===== src/rtl/hex_capture_if.sv =====
// Scan-side and readback signals of hex_capture, grouped so the display source
// (master) and the capture block (slave) share one bundle.
interface hex_capture_if;
  logic [7:0]  hex_seg;
  logic [3:0]  hex_grid;
  logic        clear;
  logic [15:0] value;
  logic [3:0]  dp;
  logic        frame_valid;
  logic        seg_err;

  modport master (
    output hex_seg, hex_grid, clear,
    input  value, dp, frame_valid, seg_err
  );

  modport slave (
    input  hex_seg, hex_grid, clear,
    output value, dp, frame_valid, seg_err
  );
endinterface


===== src/rtl/hex_capture.sv =====
// Rebuilds the 16-bit value and decimal points shown by a multiplexed 4-digit
// seven-segment scan, accepting a digit only after it has dwelt STABLE_CYCLES samples.
module hex_capture #(
  parameter int STABLE_CYCLES = 4
) (
  input logic         Clk,
  input logic         Reset_n,
  hex_capture_if.slave bus
);
  localparam int CW = $clog2(STABLE_CYCLES + 1);
  localparam logic [CW-1:0] CNT_MAX = CW'(STABLE_CYCLES);

  logic [7:0]    s_seg;
  logic [3:0]    s_grid;
  logic [CW-1:0] cnt;
  logic [CW-1:0] cnt_next;
  logic [15:0]   stage_nib;
  logic [3:0]    stage_dp;
  logic [3:0]    seen;
  logic [15:0]   value_r;
  logic [3:0]    dp_r;
  logic          frame_valid_r;
  logic          seg_err_r;

  logic [3:0]    sel;
  logic          one_hot;
  logic          same;
  logic          capture;
  logic [6:0]    pat;
  logic [3:0]    dec;
  logic          dec_ok;
  logic [1:0]    idx;
  logic [15:0]   merged_nib;
  logic [3:0]    merged_dp;

  assign sel     = ~bus.hex_grid;
  assign one_hot = (sel != 4'h0) && ((sel & (sel - 4'h1)) == 4'h0);
  assign same    = one_hot && (bus.hex_grid == s_grid) && (bus.hex_seg == s_seg);
  assign pat     = ~bus.hex_seg[6:0];

  // The incoming sample is what s_seg/s_grid hold after this edge, so the capture
  // decision is made on the same edge that completes the dwell.
  always_comb begin
    cnt_next = '0;
    if (same)
      cnt_next = (cnt == CNT_MAX) ? CNT_MAX : cnt + CW'(1);
    else if (one_hot)
      cnt_next = CW'(1);
  end

  assign capture = (cnt_next == CNT_MAX) && !(same && (cnt == CNT_MAX));

  always_comb begin
    dec    = 4'h0;
    dec_ok = 1'b1;
    case (pat)
      7'h3F: dec = 4'h0;
      7'h06: dec = 4'h1;
      7'h5B: dec = 4'h2;
      7'h4F: dec = 4'h3;
      7'h66: dec = 4'h4;
      7'h6D: dec = 4'h5;
      7'h7D: dec = 4'h6;
      7'h07: dec = 4'h7;
      7'h7F: dec = 4'h8;
      7'h6F: dec = 4'h9;
      7'h77: dec = 4'hA;
      7'h7C: dec = 4'hB;
      7'h39: dec = 4'hC;
      7'h5E: dec = 4'hD;
      7'h79: dec = 4'hE;
      7'h71: dec = 4'hF;
      default: dec_ok = 1'b0;
    endcase
  end

  always_comb begin
    idx = 2'd0;
    for (int i = 0; i < 4; i++)
      if (sel[i]) idx = 2'(i);
    merged_nib = stage_nib;
    merged_nib[idx*4 +: 4] = dec;
    merged_dp = stage_dp;
    merged_dp[idx] = ~bus.hex_seg[7];
  end

  // Clear takes priority over a coincident capture, which is then dropped.
  always_ff @(posedge Clk or negedge Reset_n) begin
    if (!Reset_n) begin
      s_seg         <= 8'hFF;
      s_grid        <= 4'hF;
      cnt           <= '0;
      stage_nib     <= '0;
      stage_dp      <= '0;
      seen          <= '0;
      value_r       <= '0;
      dp_r          <= '0;
      frame_valid_r <= 1'b0;
      seg_err_r     <= 1'b0;
    end else begin
      s_seg         <= bus.hex_seg;
      s_grid        <= bus.hex_grid;
      cnt           <= cnt_next;
      frame_valid_r <= 1'b0;
      if (bus.clear) begin
        seg_err_r <= 1'b0;
        seen      <= '0;
      end else if (capture) begin
        if (!dec_ok) begin
          seg_err_r <= 1'b1;
        end else begin
          stage_nib <= merged_nib;
          stage_dp  <= merged_dp;
          if ((seen | sel) == 4'hF) begin
            value_r       <= merged_nib;
            dp_r          <= merged_dp;
            frame_valid_r <= 1'b1;
            seen          <= '0;
          end else begin
            seen <= seen | sel;
          end
        end
      end
    end
  end

  assign bus.value       = value_r;
  assign bus.dp          = dp_r;
  assign bus.frame_valid = frame_valid_r;
  assign bus.seg_err     = seg_err_r;
endmodule


===== src/flat_wrapper.sv =====
// flat-port wrapper written by rule: the top's interface ports become plain ports
module hex_capture_flat 
#(
  parameter int STABLE_CYCLES = 4
)
  (Clk, Reset_n, bus_hex_seg, bus_hex_grid, bus_clear, bus_value, bus_dp, bus_frame_valid, bus_seg_err);
  hex_capture_if bus_i ();
  input logic Clk;
  input logic Reset_n;
  input wire logic [$bits(bus_i.hex_seg)-1:0] bus_hex_seg;
  input wire logic [$bits(bus_i.hex_grid)-1:0] bus_hex_grid;
  input wire logic [$bits(bus_i.clear)-1:0] bus_clear;
  output wire logic [$bits(bus_i.value)-1:0] bus_value;
  output wire logic [$bits(bus_i.dp)-1:0] bus_dp;
  output wire logic [$bits(bus_i.frame_valid)-1:0] bus_frame_valid;
  output wire logic [$bits(bus_i.seg_err)-1:0] bus_seg_err;
  assign bus_i.hex_seg = bus_hex_seg;
  assign bus_i.hex_grid = bus_hex_grid;
  assign bus_i.clear = bus_clear;
  assign bus_value = bus_i.value;
  assign bus_dp = bus_i.dp;
  assign bus_frame_valid = bus_i.frame_valid;
  assign bus_seg_err = bus_i.seg_err;
  hex_capture #(.STABLE_CYCLES(STABLE_CYCLES)) u_core (.Clk(Clk), .Reset_n(Reset_n), .bus(bus_i));
endmodule

===== config.mk =====
export PLATFORM = sky130hd
export DESIGN_NAME = hex_capture_flat
export DESIGN_NICKNAME = d
export VERILOG_FILES = /design/src/rtl/hex_capture_if.sv /design/src/rtl/hex_capture.sv /design/src/flat_wrapper.sv
export SDC_FILE = /design/constraint.sdc
export NUM_CORES = 1
export LEC_CHECK = 0
export ABC_AREA = 1
export CAP_MARGIN = 10
export CORE_MARGIN = 2
export CORE_UTILIZATION = 40
export CTS_CLUSTER_DIAMETER = 120
export DETAILED_ROUTE_END_ITERATION = 8
export GPL_TIMING_DRIVEN = 0
export PLACE_DENSITY = 0.59
export SETUP_SLACK_MARGIN = 0.15
export SYNTH_ARGS = -nofsm -noshare
export SYNTH_HDL_FRONTEND = slang
export SYNTH_SLANG_ARGS = --single-unit

===== constraint.sdc =====
create_clock -name Clk -period 2.7 [get_ports Clk]
set_input_delay 0.54 -clock Clk [delete_from_list [all_inputs] [get_ports Clk]]
set_output_delay 0.54 -clock Clk [all_outputs]
set_load 0.1 [all_outputs]

==> flow_summary_export.csv <==
group,metric,value,unit
logic_synthesis,ys_async_sr_fraction,100.0,%
clocking,h-tree-depth,3,
detailed_routing,drtIter0Drc,146,
detailed_routing,wl_per_cell,11.95,um
placed_design,place.gp.congestion,0.8516,
logic_synthesis,synth.most_common_cell,"nand2_1",
logic_synthesis,synth_area_per_cell,6.873,um^2
timing,relSlewSlack,34.91,%
job,cap_violations,0,
timing,setup_violations,0,
logic_synthesis,synth_cell_type_count,26,
timing,finClkSkew,0.01282,ns
worst_setup_path,crit_path_start_kind,"input pin",
finish,n_antenna_cell,0,
placed_design,dp_hpwl,5.833,mm
worst_setup_path,crit_family,"simple AND/OR/NAND/NOR gates",
clocking,cts_sinks,61,
clocking,cts_made_buffers,9,
timing,hold_viol_final,0,
global_routing,grt_pass1_vias,2916,
clocking,ctsHoldBuffers,0,
power,irDropWorstVdd,0.2210,mV
logic_synthesis,ys.flop_type,"dfrtp_1",
timing,post-route-min-period,2.401,ns
floorplanning,die_area,9438,um^2
power,power,0.001864,W
finish,n_fill_cell,827,
global_routing,grt_pass1_wl,13.61,mm
worst_setup_path,path_cells,"clkdlybuf4s50_1 > inv_1 > nand2_1 > nor3_1 > nor2_2 > nand2_2 > nor2_4 > nor2_4 > inv_2 > nor2_4 > buf_6 > nand3_1 > nand2_1",
detailed_routing,vias_per_cell,4.520,
floorplanning,chipHeight,97.15,um
global_routing,track_usage,17.74,%
timing,max_clock_freq,0.4165,GHz
floorplanning,start_util,41.82,%
timing,worst_slew_pin_slew,0.9733,ns
run_status,status,"finished, final reports clean",
detailed_routing,drtPass1Iterations,4,
timing,fin_crit_sh,88.93,%
worst_hold_path,hold_path.class,"in -> async",
detailed_routing,route.detailed.drc,0,
power,leakagePower,2.493,nW
logic_synthesis,yosysSeqAreaShare,44.41,%
finish,nNetsFinal,571,
logic_synthesis,syn-num-nets,522,
power,p_per_area,443.8,nW/um^2
logic_synthesis,yosys.area.top_type,"dfrtp_1",
logic_synthesis,yosys-top-cells-count,"nand2_1, nor2_1, inv_1",
floorplanning,die_w,97.15,um
clocking,clock_latency,0.33,ns
worst_setup_path,path_common_cell,"nor2_4",
worst_setup_path,path_class,"in -> reg",
logic_synthesis,synth_seq_cells,61,
floorplanning,io_pins,37,
worst_setup_path,slowest_delay,0.49,ns
logic_synthesis,synth_edf_count,0,
worst_setup_path,critical_path_peak_fanout,10,
global_routing,grt_max_degree,62,
clocking,cts_tree,"done",
detailed_routing,wl,7.920,mm
worst_setup_path,required,2.96,ns
finish,utilization,50.61,%
clocking,cts_buffer_depth,2,
timing,rsz0062_at_grt,"true",
logic_synthesis,postSynthCellCount,505,
logic_synthesis,synth_area,3471,um^2
worst_setup_path,path_buf_inv,4,
clocking,clk_pin_slew,0.07,ns
finish,layout-drive-gt1-share,14.16,%
detailed_routing,ant_nets,0,
timing,finalMaxSlewViolations,0,
global_routing,antenna_found_initial,0,
clocking,cts_root_buf,"clkbuf_8",
logic_synthesis,synth_top_area_share,35.33,%
worst_setup_path,slowest_stage,"clkdlybuf4s50_1",
global_routing,grt_overflow,0,
floorplanning,core_area,8299,um^2
placed_design,io_buffers,36,
logic_synthesis,netlist_top_cells_area,"dfrtp_1, nand2_1, nor2_1",
detailed_routing,dr_total_vias,2997,
logic_synthesis,yosysWarnings,0,
floorplanning,num_rows,33,
worst_setup_path,cp.arrival,2.66,ns
worst_setup_path,end_kind,"register",
finish,synthToLayoutAreaGrowth,21.02,%
-- flip-flops by register name, indices dropped and copies added (netlist names) --
name and count:
u_core.bus.frame_valid 1, u_core.stage_nib 16, u_core.s_seg 8, u_core.s_grid 4, u_core.stage_dp 4, u_core.bus.seg_err 1
u_core.cnt 3, u_core.bus.dp 4, u_core.bus.value 16, u_core.seen 4
-- metal layers --
metal | wire length [um] | track usage, % | part of all wire, % | vias to the layer above
met3 | 218 | 2.662 | 2.8 | 8
met4 | 87 | 4.875 | 1.1 | 0
met1 | 4194 | 25.67 | 53 | 1326
met2 | 3420 | 27.78 | 43 | 47
met5 | 0 | 0 | 0 | -
li1 | - | - | - | 1616
-- where the power goes --
part	leakage, nW	switching [W]	internal [W]	total, W
clock network	0.0949	0.000363	0.000375	0.000738
registers	0.731	0.00000565	0.000931	0.000937
logic	1.67	0.000128	0.0000614	0.000189
-- cell usage in the layout, fill, tap and decap left out, types with 3 or more instances in the layout --
cell,netlist,layout
buf_2,7,5
buf_4,1,4
buf_6,4,4
clkbuf_8,0,11
clkdlybuf4s50_1,0,26
clkinv_2,0,3
dfrtp_1,49,49
dfstp_2,12,12
dlymetal6s2s_1,0,8
inv_1,85,85
inv_2,8,8
nand2_1,143,143
nand3_1,18,18
nand4_1,21,21
nor2_1,103,101
nor2_2,4,3
nor2_4,2,5
nor3_1,5,4
o21ai_0,13,13
or2_2,15,15
-- metrics by stage --
step | TNS (ns) | hold slack (ns) | std cells | setup WS (ns) | cell area (um^2)
floorplan | 0 | 0.2444 | 505 | 0.8332 | 3471
global placement | -54.09 | 0.4686 | 646 | -0.9517 | 3963
detailed placement | -7.091 | 0.4648 | 646 | -0.2251 | 3960
CTS | 0 | 0.3194 | 661 | 0.1540 | 4134
global route | 0 | 0.3557 | 663 | 0.1271 | 4200
finish | 0 | 0.2918 | 663 | 0.2988 | 4200
-- cell type report --
cell class | instances | area, um^2 | area share [%]
flip-flops and latches | 61 | 1541 | 36.70
well taps | 105 | 131.4 | 3.128
inverters | 93 | 349.1 | 8.311
clock inverters | 4 | 23.77 | 0.5660
repair buffers | 38 | 391.6 | 9.324
clock buffers | 11 | 151.4 | 3.604
multi-input cells | 338 | 1514 | 36.04
plain buffers | 13 | 97.59 | 2.324
-- cells by family (layout without fill, tap and decap cells) --
| kind of cell | after synthesis | after routing | synth area share [%] |
|---|---|---|---|
| DFF | 61 | 61 | 44.41 |
| adders and majority gates | 2 | 2 | 0.7209 |
| buffers and inverters | 106 | 159 | 12.69 |
| and+or+nand+nor | 315 | 315 | 38.90 |
| AOI/OAI and AO/OA | 21 | 21 | 3.280 |
-- path summary, 6_finish.rpt --
path | from | endpoint | slack (ns) | cells past startpoint
worst min-delay path | Reset_n | u_core.seen[1]$_DFFE_PN0P_ | 0.29 | 1
worst max register to register | u_core.s_seg[6]$_DFF_PN1_ | u_core.bus.value[15]$_DFFE_PN0P_ | 0.60 | 13
max in group asynchronous | Reset_n | u_core.bus.value[15]$_DFFE_PN0P_ | 1.89 | 1
worst max-delay path | bus_hex_seg[0] | u_core.bus.value[15]$_DFFE_PN0P_ | 0.30 | 13
worst min register to register | u_core.bus.dp[0]$_DFFE_PN0P_ | u_core.bus.dp[0]$_DFFE_PN0P_ | 0.49 | 2
min in group Clk | bus_hex_grid[1] | u_core.s_grid[1]$_DFF_PN1_ | 0.40 | 1
-- repair_timing --
item / 4_1_cts / 5_1_grt
pin swaps: 0 / 1
hold endpoints to repair: 0 / 0
endpoints found under the setup margin: 6 / 45
gates resized for setup: 1 / 18
cloned: 0 / 0
buffers inserted: 0 / 2
Power figures use the tool's default switching activity.
